## src/rtl/keypad_scanner4x4.sv

```systemverilog
// 4x4 hex keypad scanner: one-cold column drive, synchronised active-low rows,
// full-scan debounce FSM, and a 16-bit shift register of accepted key codes.
module keypad_scanner4x4 #(
  parameter int SCAN_DIV_BITS  = 13,
  parameter int DEBOUNCE_SCANS = 4
) (
  input  logic        clk,
  input  logic        rst_n,
  input  logic [3:0]  row,
  output logic [3:0]  col,
  input  logic        clear,
  output logic [3:0]  key_code,
  output logic        key_valid,
  output logic        key_held,
  output logic [15:0] value
);

  localparam int CW = SCAN_DIV_BITS + 2;

  typedef enum logic [1:0] {
    ST_IDLE,
    ST_DEBOUNCE,
    ST_PRESSED,
    ST_RELEASE
  } state_t;

  typedef enum logic [1:0] {
    SCAN_NONE,
    SCAN_SINGLE,
    SCAN_MULTI
  } scan_t;

  logic [3:0]    r_rowMeta;
  logic [3:0]    r_rowSync;
  logic [CW-1:0] r_scanCnt;
  logic [15:0]   r_lowMap;
  state_t        r_state;
  state_t        w_stateNext;
  logic [3:0]    r_cnt;
  logic [3:0]    w_cntNext;
  logic [3:0]    w_cntInc;
  logic [3:0]    r_cand;
  logic [3:0]    w_candNext;
  logic          w_accept;
  logic [3:0]    r_keyCode;
  logic          r_keyValid;
  logic [15:0]   r_value;
  logic [1:0]    w_colIdx;
  logic          w_sample;
  logic          w_eval;
  logic [15:0]   w_fullMap;
  scan_t         w_scan;
  logic [3:0]    w_scanKey;

  assign w_colIdx = r_scanCnt[CW-1 -: 2];
  assign w_sample = &r_scanCnt[SCAN_DIV_BITS-1:0];
  assign w_eval   = w_sample && (w_colIdx == 2'd3);
  assign col      = ~(4'b0001 << w_colIdx);
  assign w_cntInc = r_cnt + 4'd1;

  always_ff @(posedge clk or negedge rst_n) begin
    if (!rst_n) begin
      r_rowMeta <= 4'hF;
      r_rowSync <= 4'hF;
      r_scanCnt <= '0;
    end else begin
      r_rowMeta <= row;
      r_rowSync <= r_rowMeta;
      r_scanCnt <= r_scanCnt + 1'b1;
    end
  end

  // Map bit index is the key code {row, col}; the current column's low rows are merged in.
  always_comb begin
    w_fullMap = r_lowMap;
    for (int r = 0; r < 4; r++) begin
      if (!r_rowSync[r]) w_fullMap[{2'(r), w_colIdx}] = 1'b1;
    end
  end

  always_comb begin
    w_scan    = SCAN_NONE;
    w_scanKey = 4'd0;
    for (int i = 0; i < 16; i++) begin
      if (w_fullMap[i]) begin
        if (w_scan == SCAN_NONE) begin
          w_scan    = SCAN_SINGLE;
          w_scanKey = 4'(i);
        end else begin
          w_scan = SCAN_MULTI;
        end
      end
    end
  end

  always_ff @(posedge clk or negedge rst_n) begin
    if (!rst_n) begin
      r_lowMap <= '0;
    end else if (w_sample) begin
      r_lowMap <= (w_colIdx == 2'd3) ? 16'h0000 : w_fullMap;
    end
  end

  always_ff @(posedge clk or negedge rst_n) begin
    if (!rst_n) begin
      r_state <= ST_IDLE;
      r_cnt   <= 4'd0;
      r_cand  <= 4'd0;
    end else begin
      r_state <= w_stateNext;
      r_cnt   <= w_cntNext;
      r_cand  <= w_candNext;
    end
  end

  always_comb begin
    w_stateNext = r_state;
    w_cntNext   = r_cnt;
    w_candNext  = r_cand;
    w_accept    = 1'b0;
    if (w_eval) begin
      case (r_state)
        ST_IDLE: begin
          if (w_scan == SCAN_SINGLE) begin
            w_stateNext = ST_DEBOUNCE;
            w_candNext  = w_scanKey;
            w_cntNext   = 4'd1;
          end
        end
        ST_DEBOUNCE: begin
          if (w_scan == SCAN_SINGLE && w_scanKey == r_cand) begin
            w_cntNext = w_cntInc;
            if (w_cntInc == 4'(DEBOUNCE_SCANS)) begin
              w_stateNext = ST_PRESSED;
              w_cntNext   = 4'd0;
              w_accept    = 1'b1;
            end
          end else begin
            w_stateNext = ST_IDLE;
            w_cntNext   = 4'd0;
          end
        end
        ST_PRESSED: begin
          if (w_scan == SCAN_NONE) begin
            w_stateNext = ST_RELEASE;
            w_cntNext   = 4'd1;
          end
        end
        ST_RELEASE: begin
          if (w_scan == SCAN_NONE) begin
            w_cntNext = w_cntInc;
            if (w_cntInc == 4'(DEBOUNCE_SCANS)) begin
              w_stateNext = ST_IDLE;
              w_cntNext   = 4'd0;
            end
          end else begin
            w_stateNext = ST_PRESSED;
            w_cntNext   = 4'd0;
          end
        end
        default: begin
          w_stateNext = ST_IDLE;
          w_cntNext   = 4'd0;
        end
      endcase
    end
  end

  // A clear coinciding with an acceptance keeps only the newly accepted code.
  always_ff @(posedge clk or negedge rst_n) begin
    if (!rst_n) begin
      r_keyCode  <= 4'd0;
      r_keyValid <= 1'b0;
      r_value    <= 16'h0000;
    end else begin
      r_keyValid <= w_accept;
      if (w_accept) r_keyCode <= r_cand;
      if (clear) begin
        r_value <= w_accept ? {12'h000, r_cand} : 16'h0000;
      end else if (w_accept) begin
        r_value <= {r_value[11:0], r_cand};
      end
    end
  end

  assign key_code  = r_keyCode;
  assign key_valid = r_keyValid;
  assign key_held  = (r_state == ST_PRESSED) || (r_state == ST_RELEASE);
  assign value     = r_value;

endmodule

```

## config.mk

```make
export PLATFORM = sky130hd
export DESIGN_NAME = keypad_scanner4x4
export DESIGN_NICKNAME = d
export VERILOG_FILES = /design/src/rtl/keypad_scanner4x4.sv
export SDC_FILE = /design/constraint.sdc
export NUM_CORES = 1
export LEC_CHECK = 0
export CORE_UTILIZATION = 59
export DETAILED_ROUTE_END_ITERATION = 10
export HOLD_SLACK_MARGIN = 0.03
export PLACE_DENSITY = 0.88
export SYNTH_ARGS = -nofsm -noshare
export SYNTH_HDL_FRONTEND = slang
export SYNTH_SLANG_ARGS = --single-unit
```

## constraint.sdc

```tcl
create_clock -name clk -period 5.4 [get_ports clk]
set_input_delay 1.08 -clock clk [delete_from_list [all_inputs] [get_ports clk]]
set_output_delay 1.08 -clock clk [all_outputs]
set_load 0.005 [all_outputs]
```

==> results.sh <==
export IMPL_switching_share=0.2438
export IMPL_grtUsageTotal=0.2599
export IMPL_criticalPathCategory="flop to flop"
export IMPL_cpPeakStageDelay_ns=0.64
export IMPL_cts_root_buf="clkbuf_8"
export IMPL_yosysTopAreaCell="dfrtp_1"
export IMPL_status="completed"
export IMPL_yosys_cell_types_count=80
export IMPL_worstPathCellList="nor2_2 > inv_2 > nor2_1 > nor2_1 > inv_1 > ha_1 > nor4b_2 > nand2_1 > or3b_1 > nand4b_2 > a21oi_2 > a32o_1 > nand4bb_4 > nor4b_4 > buf_4 > mux2_1"
export IMPL_antenna_found_initial=0
export IMPL_drt_initial_drc_count=248
export IMPL_htree_levels=3
export IMPL_clock_sinks=70
export IMPL_min_path_type="flop to flop"
export IMPL_period_share=0.8310
export IMPL_cts_tree="yes"
export IMPL_rsz0062_at_grt="no"
export IMPL_synth_warnings=0
export IMPL_slew_headroom=0.4297
export IMPL_cp_top_family="simple AND/OR/NAND/NOR gates"
export IMPL_clock_latency_ns=0.35
export IMPL_synth_edf_count=0
export IMPL_drt_vias_per_instance=6.023
export IMPL_final_max_slew_viol_count=0
export IMPL_startpoint_type="flop"
export IMPL_syn_area_per_cell_um2=9.438
export IMPL_crit_slowest_cell="dfrtp_1"
export IMPL_grt_pass1_wl_mm=15.09
export IMPL_initial_core_util=0.6140
export IMPL_p_leak_nw=2.036
export IMPL_finalInstanceArea_um2=4716
export IMPL_grt_pass1_vias=3266
export IMPL_mostFrequentLayoutCells="69 x nor2_1, 62 x dfrtp_1, 31 x clkdlybuf4s50_1"
export IMPL_pre_cts_ws_ns=0.9683
export IMPL_die_h_um=86.09
export IMPL_path_common_cell="nor2_1"
export IMPL_fin_ws_ns=0.9129
export IMPL_p_seq_frac=0.520
export IMPL_numCtsBuffers=9
export IMPL_design_core_area_um2=6794
export IMPL_vias=3415
export IMPL_route_antenna_remaining_nets=0
export IMPL_syn_to_final_growth_pct=13.05
export IMPL_syn_inst=442
export IMPL_postCtsHoldBufs=0
export IMPL_setup_viol=0
export IMPL_ys_seq_elements=70
export IMPL_first_pass_iters=5
export IMPL_cts_buffer_depth=2
export IMPL_crit_buf_inv=3
export IMPL_cp_max_fo=21
export IMPL_pwr_share_clk=0.417
export IMPL_synthFlopType="dfrtp_1"
export IMPL_yosys_top_cells_area="dfrtp_1 37%, nor2_1 6.2%, dfstp_2 5.0%"
export IMPL_worst_slew_pin_slew_ns=0.8555
export IMPL_peakVddDrop_mv=0.2071
export IMPL_drive_gt1_frac=0.1210
export IMPL_path_clk_slew_ns=0.08
export IMPL_cts_resized=0
export IMPL_ios=33
export IMPL_drc=0
export IMPL_dieArea_um2=7411
export IMPL_finalNetCount=480
export IMPL_p_per_area_nw_per_um2=217.8
export IMPL_place_gp_congestion=0.9367
export IMPL_maxCapViolCount=0
export IMPL_synth_top_cell_area_share=0.3719
export IMPL_postPlaceCellArea_um2=4517
export IMPL_p_sw_uw=250.3
export IMPL_rows=30
export IMPL_power_internal_uw=776.7
export IMPL_fp_dieW_um=86.09
export IMPL_async_flop_share=1.000
export IMPL_yosysSeqAreaShare=0.4223
export IMPL_required_ns=5.63
export IMPL_synth_area_um2=4172
export IMPL_worstPathArrival_ns=4.71
export IMPL_postCtsSetupRepairBufs=0
export IMPL_overflow=0
export IMPL_diodes=0
export IMPL_timing_setup_tns_ns=0
export IMPL_end_kind="flop"
export IMPL_dp_cells=551
export IMPL_routed_wl_mm=9.097
export IMPL_final_common_cell="nor2_1"
export IMPL_wire_per_inst_um=16.04
export IMPL_grt_max_degree=71
export IMPL_combPwrFrac=0.063
export IMPL_hold_viol_final=0
export IMPL_skew_ns=0.009843
export IMPL_max_freq_ghz=0.2229
export IMPL_portBuffers=32
export IMPL_whs_ns=0.3583
export IMPL_min_period_ns=4.487
export IMPL_synth_nets=456
export IMPL_hpwlAfterDp_mm=6.215
export IMPL_final_cells=567
-- power groups by stage --
stage / clock [mW] / sequential, mW / combinational [mW]
floorplan: 0 / 0.542 / 0.0433
global placement: 0 / 0.544 / 0.0611
detailed placement: 0 / 0.544 / 0.0638
CTS: 0.437 / 0.534 / 0.0641
global route: 0.456 / 0.535 / 0.0717
finish: 0.428 / 0.535 / 0.0642
-- Yosys cell counts (2+ instances only) --
library cell,instances
a211oi_1,5
clkbuf_1,14
and3b_1,2
mux2_1,4
o22ai_1,3
dfrtp_1,62
nor3_1,13
nor2_1,69
nand3_1,11
inv_1,10
and4b_1,2
nor2b_1,12
or2_2,2
buf_4,3
and3_1,6
a22o_1,6
xnor2_1,11
o32ai_1,3
o21ai_1,4
nor3b_2,2
o21ai_0,23
nand4b_1,2
a221oi_1,3
and2_1,10
o21bai_1,3
a21oi_1,16
nand4_1,3
or3_1,5
buf_6,3
buf_2,2
mux2i_1,18
ha_1,7
mux2_2,3
a21oi_2,2
a22oi_1,2
nand2_1,30
xor2_1,6
dfstp_2,8
nand2b_1,9
o211ai_1,2
a211o_1,2
-- metal layers --
layer	global-route usage	part of all wire	routed length, µm	up-vias
met1	0.3379	0.44	3978	1621
met3	0.05679	0.060	544	33
met2	0.4062	0.47	4310	139
met4	0.1409	0.029	264	0
met5	0	0	0	-
li1	-	-	-	1622
-- metrics by stage --
step,utilization,power (mW)
after floorplan,-,0.5849
after global placement,0.6648,0.6053
after detailed placement,0.6648,0.6081
after CTS,0.6941,1.036
after global routing,0.6941,1.063
final,0.6941,1.027
-- final timing paths --
path	start	endpoint	slack, ns	cells after the start
worst max-delay path	r_scanCnt[14]	key_code[3]	0.91	16
min in group asynchronous	rst_n	r_lowMap[0]	0.91	2
worst max register to register	r_scanCnt[14]	key_code[3]	0.91	16
worst min-delay path	r_rowMeta[1]	r_rowSync[1]	0.36	0
max in group asynchronous	rst_n	value[4]	3.91	2
worst min register to register	r_rowMeta[1]	r_rowSync[1]	0.36	0
-- cell families (layout without fill, tap and decap cells) --
group | count (synthesis) | in the layout | synth area share
simple gates | 191 | 191 | 0.2472
fa+ha+maj | 8 | 8 | 0.02339
mux | 25 | 25 | 0.06209
xor+xnor | 17 | 17 | 0.03569
buf+inv | 35 | 64 | 0.04049
compound gates | 96 | 96 | 0.1689
flops | 70 | 70 | 0.4223
-- state kept, by name (all words and copies together), names as in the netlist --
name	count
r_rowMeta	4
key_code	4
r_scanCnt	15
r_rowSync	4
value	16
key_valid	1
r_cand	4
r_cnt	4
r_state	2
r_lowMap	16
-- cell type report --
class                   instances  area, µm²
inverters                      11      41.29
repair buffers                 37      352.8
clock inverters                 6      61.31
clock buffers                  10      137.6
multi-input cells             337       2241
well taps                      96      120.1
flip-flops and latches         70       1762
fillers                       485       2078
Note: power is estimated with default switching activity, not from simulation.
